**src/rtl/ybus_receiver_if.sv**
```systemverilog
// ybus_receiver_if: groups the Y-side four-phase handshake, the downstream
// valid/ready stream and the parity status signals of ybus_receiver.
// slave  = the receiver itself, master = the environment driving it.
interface ybus_receiver_if #(
   parameter int DEPTH = 4,
   parameter int CNTW  = 8
);
   localparam int LW = $clog2(DEPTH) + 1;

   logic [31:0]     YDATA;
   logic            YPARITY;
   logic            YREQ;
   logic            PARTYSEL;
   logic            YACK;
   logic [31:0]     DOUT;
   logic            DVALID;
   logic            DREADY;
   logic [LW-1:0]   LEVEL;
   logic            PERR;
   logic            PERR_CLR;
   logic [CNTW-1:0] ERRCNT;

   modport slave (
      input  YDATA, YPARITY, YREQ, PARTYSEL, DREADY, PERR_CLR,
      output YACK, DOUT, DVALID, LEVEL, PERR, ERRCNT
   );

   modport master (
      output YDATA, YPARITY, YREQ, PARTYSEL, DREADY, PERR_CLR,
      input  YACK, DOUT, DVALID, LEVEL, PERR, ERRCNT
   );
endinterface

```
**src/rtl/ybus_receiver.sv**
```systemverilog
// ybus_receiver: accepts 32-bit words over the YREQ/YACK four-phase
// handshake, checks parity, queues good words in a DEPTH-entry FIFO and
// presents them on a valid/ready stream.
// Optional feature macro: YBUS_RX_PARITY_CHECK_EN. When undefined every
// captured word is queued and PERR/ERRCNT stay at zero.
module ybus_receiver #(
   parameter int DEPTH = 4,
   parameter int CNTW  = 8
) (
   input logic             HCLK,
   input logic             HRESET,
   ybus_receiver_if.slave  bus
);
   localparam int AW = $clog2(DEPTH);
   localparam int LW = $clog2(DEPTH) + 1;
   localparam logic [LW-1:0]   FULL_LVL = LW'(DEPTH);
   localparam logic [LW-1:0]   LVL_ONE  = LW'(1);
   localparam logic [LW-1:0]   LVL_ZERO = LW'(0);
   localparam logic [AW-1:0]   PTR_ONE  = AW'(1);
   localparam logic [AW-1:0]   PTR_ZERO = AW'(0);
   localparam logic [CNTW-1:0] CNT_ONE  = CNTW'(1);
   localparam logic [CNTW-1:0] CNT_ZERO = CNTW'(0);
   localparam logic [CNTW-1:0] CNT_MAX  = {CNTW{1'b1}};

   typedef enum logic [0:0] {
      ST_IDLE = 1'b0,
      ST_ACK  = 1'b1
   } state_e;

   // True when the word plus its parity bit carries the selected parity sense
   // (odd = 1, even = 0).
   function automatic logic parity_ok(input logic [31:0] data,
                                      input logic        par,
                                      input logic        odd);
      return ((^{data, par}) == odd);
   endfunction

   state_e          state_q, state_d;
   logic            yack_q, yack_d;
   logic            dvalid_q, dvalid_d;
   logic [AW-1:0]   wr_ptr_q, wr_ptr_d;
   logic [AW-1:0]   rd_ptr_q, rd_ptr_d;
   logic [LW-1:0]   level_q, level_d;
   logic [31:0]     mem_q [DEPTH];
   logic [31:0]     mem_d [DEPTH];
   logic            perr_q, perr_d;
   logic [CNTW-1:0] errcnt_q, errcnt_d;

   logic pop_s;
   logic full_s;
   logic capture_s;
   logic parity_ok_s;
   logic push_s;
   logic perr_evt_s;

   // Space check: a pop on this edge frees a slot, so full-with-pop still accepts.
   always_comb begin
      pop_s  = dvalid_q & bus.DREADY;
      full_s = (level_q == FULL_LVL) & ~pop_s;
   end

   // Handshake FSM: one capture per request, YACK held until YREQ drops.
   always_comb begin
      state_d   = state_q;
      capture_s = 1'b0;
      case (state_q)
         ST_IDLE: begin
            if (bus.YREQ && !full_s) begin
               state_d   = ST_ACK;
               capture_s = 1'b1;
            end else begin
               state_d   = ST_IDLE;
            end
         end
         ST_ACK: begin
            if (!bus.YREQ) begin
               state_d = ST_IDLE;
            end else begin
               state_d = ST_ACK;
            end
         end
         default: begin
            state_d = ST_IDLE;
         end
      endcase
      yack_d = (state_d == ST_ACK);
   end

   // Parity classification of the captured word.
   always_comb begin
`ifdef YBUS_RX_PARITY_CHECK_EN
      parity_ok_s = parity_ok(bus.YDATA, bus.YPARITY, bus.PARTYSEL);
`else
      parity_ok_s = 1'b1;
`endif
      push_s     = capture_s & parity_ok_s;
      perr_evt_s = capture_s & ~parity_ok_s;
   end

   // FIFO storage, pointers and occupancy; pointers wrap naturally (DEPTH is 2^AW).
   always_comb begin
      mem_d = mem_q;
      if (push_s) begin
         mem_d[wr_ptr_q] = bus.YDATA;
         wr_ptr_d        = wr_ptr_q + PTR_ONE;
      end else begin
         wr_ptr_d        = wr_ptr_q;
      end
      if (pop_s) begin
         rd_ptr_d = rd_ptr_q + PTR_ONE;
      end else begin
         rd_ptr_d = rd_ptr_q;
      end
      case ({push_s, pop_s})
         2'b10:   level_d = level_q + LVL_ONE;
         2'b01:   level_d = level_q - LVL_ONE;
         default: level_d = level_q;
      endcase
      dvalid_d = (level_d != LVL_ZERO);
   end

`ifdef YBUS_RX_PARITY_CHECK_EN
   // Sticky error flag and saturating counter; an error capture beats a clear.
   always_comb begin
      if (perr_evt_s) begin
         perr_d = 1'b1;
         if (bus.PERR_CLR) begin
            errcnt_d = CNT_ONE;
         end else if (errcnt_q != CNT_MAX) begin
            errcnt_d = errcnt_q + CNT_ONE;
         end else begin
            errcnt_d = errcnt_q;
         end
      end else if (bus.PERR_CLR) begin
         perr_d   = 1'b0;
         errcnt_d = CNT_ZERO;
      end else begin
         perr_d   = perr_q;
         errcnt_d = errcnt_q;
      end
   end
`else
   logic parity_unused_s;

   // Parity status tied to zero when the parity check is excluded.
   always_comb begin
      perr_d          = 1'b0;
      errcnt_d        = CNT_ZERO;
      parity_unused_s = ^{bus.YPARITY, bus.PARTYSEL, bus.PERR_CLR, perr_evt_s};
   end
`endif

   // State register with synchronous reset; reset discards FIFO contents too.
   always_ff @(posedge HCLK) begin
      if (HRESET) begin
         state_q  <= ST_IDLE;
         yack_q   <= 1'b0;
         dvalid_q <= 1'b0;
         wr_ptr_q <= PTR_ZERO;
         rd_ptr_q <= PTR_ZERO;
         level_q  <= LVL_ZERO;
         perr_q   <= 1'b0;
         errcnt_q <= CNT_ZERO;
         for (int i = 0; i < DEPTH; i++) begin
            mem_q[i] <= 32'h0000_0000;
         end
      end else begin
         state_q  <= state_d;
         yack_q   <= yack_d;
         dvalid_q <= dvalid_d;
         wr_ptr_q <= wr_ptr_d;
         rd_ptr_q <= rd_ptr_d;
         level_q  <= level_d;
         perr_q   <= perr_d;
         errcnt_q <= errcnt_d;
         mem_q    <= mem_d;
      end
   end

   assign bus.YACK   = yack_q;
   assign bus.DVALID = dvalid_q;
   assign bus.DOUT   = mem_q[rd_ptr_q];
   assign bus.LEVEL  = level_q;
   assign bus.PERR   = perr_q;
   assign bus.ERRCNT = errcnt_q;
endmodule

```
**src/flat_wrapper.sv**
```systemverilog
// flat-port wrapper written by rule: the top's interface ports become plain ports
module ybus_receiver_flat 
#(
   parameter int DEPTH = 4,
   parameter int CNTW  = 8
)
  (HCLK, HRESET, bus_YDATA, bus_YPARITY, bus_YREQ, bus_PARTYSEL, bus_DREADY, bus_PERR_CLR, bus_YACK, bus_DOUT, bus_DVALID, bus_LEVEL, bus_PERR, bus_ERRCNT);
  ybus_receiver_if #(.DEPTH(DEPTH), .CNTW(CNTW)) bus_i ();
  input logic HCLK;
  input logic HRESET;
  input wire logic [$bits(bus_i.YDATA)-1:0] bus_YDATA;
  input wire logic [$bits(bus_i.YPARITY)-1:0] bus_YPARITY;
  input wire logic [$bits(bus_i.YREQ)-1:0] bus_YREQ;
  input wire logic [$bits(bus_i.PARTYSEL)-1:0] bus_PARTYSEL;
  input wire logic [$bits(bus_i.DREADY)-1:0] bus_DREADY;
  input wire logic [$bits(bus_i.PERR_CLR)-1:0] bus_PERR_CLR;
  output wire logic [$bits(bus_i.YACK)-1:0] bus_YACK;
  output wire logic [$bits(bus_i.DOUT)-1:0] bus_DOUT;
  output wire logic [$bits(bus_i.DVALID)-1:0] bus_DVALID;
  output wire logic [$bits(bus_i.LEVEL)-1:0] bus_LEVEL;
  output wire logic [$bits(bus_i.PERR)-1:0] bus_PERR;
  output wire logic [$bits(bus_i.ERRCNT)-1:0] bus_ERRCNT;
  assign bus_i.YDATA = bus_YDATA;
  assign bus_i.YPARITY = bus_YPARITY;
  assign bus_i.YREQ = bus_YREQ;
  assign bus_i.PARTYSEL = bus_PARTYSEL;
  assign bus_i.DREADY = bus_DREADY;
  assign bus_i.PERR_CLR = bus_PERR_CLR;
  assign bus_YACK = bus_i.YACK;
  assign bus_DOUT = bus_i.DOUT;
  assign bus_DVALID = bus_i.DVALID;
  assign bus_LEVEL = bus_i.LEVEL;
  assign bus_PERR = bus_i.PERR;
  assign bus_ERRCNT = bus_i.ERRCNT;
  ybus_receiver #(.DEPTH(DEPTH), .CNTW(CNTW)) u_core (.HCLK(HCLK), .HRESET(HRESET), .bus(bus_i));
endmodule
```
**config.mk**
```make
export PLATFORM = sky130hd
export DESIGN_NAME = ybus_receiver_flat
export DESIGN_NICKNAME = d
export VERILOG_FILES = /design/src/rtl/ybus_receiver_if.sv /design/src/rtl/ybus_receiver.sv /design/src/flat_wrapper.sv
export SDC_FILE = /design/constraint.sdc
export NUM_CORES = 1
export LEC_CHECK = 0
export CORE_MARGIN = 3
export CORE_UTILIZATION = 37
export DETAILED_ROUTE_END_ITERATION = 7
export DONT_BUFFER_PORTS = 1
export SLEW_MARGIN = 10
export SYNTH_ARGS = -nofsm -noshare
export SYNTH_HDL_FRONTEND = slang
export SYNTH_SLANG_ARGS = --single-unit
```
**constraint.sdc**
```tcl
create_clock -name HCLK -period 4.3 [get_ports HCLK]
set_clock_uncertainty 0.1 [all_clocks]
set_input_delay 0.43 -clock HCLK [delete_from_list [all_inputs] [get_ports HCLK]]
set_output_delay 0.43 -clock HCLK [all_outputs]
set_load 0.01 [all_outputs]
```
==> results.cfg <==
[drt]
drtPass1Iterations = 5
viasPerCell = 5.02
ant_nets = 0
wire_per_inst_um = 16.8
postRouteWirelength_um = 12800
vias = 3823
drt-initial-drc-count = 172
drc = 0

[clocking]
cts_sinks = 137
cts.path.max_buffers = 2
cts_tree = done
post_cts_buffers = 0
clk_latency_ns = 0.42
cts_root_buf = clkbuf_16
cts_buffers = 17
clkSlewWorstSetupHoldPaths_ns = 0.06
h-tree-depth = 4

[final_layout]
area_growth_pct = 11.2
n_fill_cell = 1480
regArea_mm2 = 0.00275
final_area_mm2 = 0.00669
num-nets-final = 582
fin_cells = 761
antennaDiodeCount = 0
drive_gt1_share_pct = 13.5
fin_util_pct = 43.1
multi_input_area_mm2 = 0.00300

[worst_setup_path]
worstPathCellList = buf_4 > mux4_2
path_max_fanout = 23
critPathMaxStageDelay_ns = 0.92
cp-end-kind = output pin
r2r_setup_slack_ns = 1.78
startpoint_type = flip-flop
r2r-start = u_core.bus.LEVEL[0]
crit_arrival_ns = 2.38
cp-startpoint = u_core.rd_ptr_q[0]
criticalPathCategory = flip-flop to output pin
path_buf_inv = 1
required_ns = 3.77
crit_slowest_cell = dfxtp_2
worst_path_dominant_cell_family = flip-flops

[timing]
tightest_slew_ns = 1.16
period_share_pct = 67.7
finalSetupViolations = 0
tns_ns = 0
drv_slew = 0
rsz0062_at_grt = false
post-route-min-period_ns = 2.91
finalHoldViolations = 0
fmax_mhz = 343
slew_headroom_pct = 22.7

[placed_design]
dp_hpwl_um = 7760
placed_cells = 728
place_area_mm2 = 0.00606
gp_congestion = 0.741
port_buffers = 0

[status]
outcome = finished, final reports clean

[worst_hold_path]
holdCritPathClass = primary input to flip-flop
min_from = bus_YREQ

[grt]
grt_max_degree = 90
first_global_vias = 3825
antenna_found_initial = 0
grt_pass1_wl_um = 20100
grt.overflow.total = 0
grt_use_total_pct = 14.7

[power]
p_leak_uw = 0.00293
power.density_mw_per_mm2 = 516
peakVddDrop_v = 0.000276
p_total_uw = 3450

[floorplan]
die_h_um = 133
io_pins = 85
core_area_mm2 = 0.0155
fp.dieW_um = 133
dieArea_mm2 = 0.0178
num_rows = 45
start_util_pct = 38.7

[synth]
synth_warnings = 0
synth_area_mm2 = 0.00601
syn_avg_cell_area_um2 = 10.8
synth_ff_type = dfxtp_1
yosys.cell_types.count = 31
ys_seq_elements = 137
synthArstFlopShare_pct = 0
yosysSeqAreaShare_pct = 45.6
syn_inst = 557
synth-edff-count = 0

[flow_run]
drv_cap = 0
layer usage:
metal  vias up  share of wire, %  GRT usage (%)
met3        22               5.6           5.78
met5         -                 0              0
li1       1845                 -              -
met2        80                49           24.0
met1      1876                44           17.5
met4         0               1.6           5.43
power breakdown:
part	switching, µW	internal, µW	total, µW	leakage [µW]
sequential	113	1350	1460	0.00111
combinational	255	217	472	0.00151
clock	525	987	1510	0.000303
flip-flops by register name, indices dropped and copies added, names as in the netlist:
signal,flops
u_core.mem_q,128
u_core.bus.LEVEL,3
u_core.rd_ptr_q,2
u_core.wr_ptr_q,2
u_core.bus.DVALID,1
u_core.state_q,1
path summary, 6_finish.rpt:
kind         depth (start not counted)                end
min                                  1     u_core.state_q
max                                  2       bus_DOUT[17]
max reg2reg                          8  u_core.bus.DVALID
min reg2reg                          2   u_core.mem_q[41]
worst register-to-register path: stages, from the launching register on:
cell      delay [ns]
dfxtp_1         0.51
a211oi_2        0.16
a21oi_1         0.32
inv_1           0.08
ha_1            0.24
fa_1            0.38
xnor2_1         0.15
or4_1           0.42
o211ai_1        0.10
layout by cell type, fill, tap and decap left out, types with 2 or more instances in the layout:
master	n
dfxtp_2	2
mux4_2	32
clkinv_2	3
clkbuf_1	3
ha_1	5
inv_1	6
nor2_1	7
a211o_2	2
clkbuf_8	5
mux2i_1	130
conb_1	9
dfxtp_1	135
and3b_1	2
nand2_1	163
xor2_1	2
clkbuf_16	17
bufinv_16	3
xnor2_1	2
area by class of cell:
type,count,area share [%]
Clock buffer,25,7.56
Clock inverter,7,1.68
Inverter,7,0.430
Multi-Input combinational cell,371,44.8
Sequential cell,137,41.0
Tap cell,211,3.95
Timing Repair Buffer,3,0.561
cell usage after synthesis (2+ instances only):
master / count / area (µm²)
buf_2: 12 / 60.1
xnor2_1: 2 / 17.5
clkbuf_1: 14 / 52.6
nor2_1: 7 / 26.3
ha_1: 5 / 62.6
buf_6: 6 / 67.6
buf_1: 3 / 11.3
o21ai_2: 2 / 17.5
mux2i_1: 130 / 1300
inv_1: 7 / 26.3
mux4_2: 32 / 721
nand2_1: 163 / 612
and3b_1: 2 / 17.5
a211o_1: 3 / 26.3
a21boi_1: 2 / 15.0
xor2_1: 2 / 17.5
dfxtp_1: 137 / 2740
buf_4: 15 / 113
metrics by stage:
| step | setup WS, ns | hold slack (ns) |
|---|---|---|
| 2_1_floorplan | 1.98 | 0.332 |
| 3_3_place_gp | 1.75 | 0.339 |
| 3_5_place_dp | 1.76 | 0.345 |
| 4_1_cts | 1.30 | 0.0141 |
| 5_1_grt | 1.19 | 0.0176 |
| 6_report | 1.39 | 0.0362 |
timing repair:
action,in CTS,in global routing
endpoints found under the hold margin,4,0
hold buffers,1,0
resized for setup,0,0
kinds of logic after synthesis:
family / after synthesis / synth area share [%]
flip-flops: 137 / 45.6
adder cells (fa/ha/maj): 6 / 1.37
buffers and inverters: 57 / 5.49
other: 1 / 0.0623
AND/OR/NAND/NOR: 176 / 11.3
XOR/XNOR: 4 / 0.583
multiplexers: 163 / 33.8
AO/OA/AOI/OAI: 13 / 1.77
No activity file was read; power rests on OpenSTA's default activity.
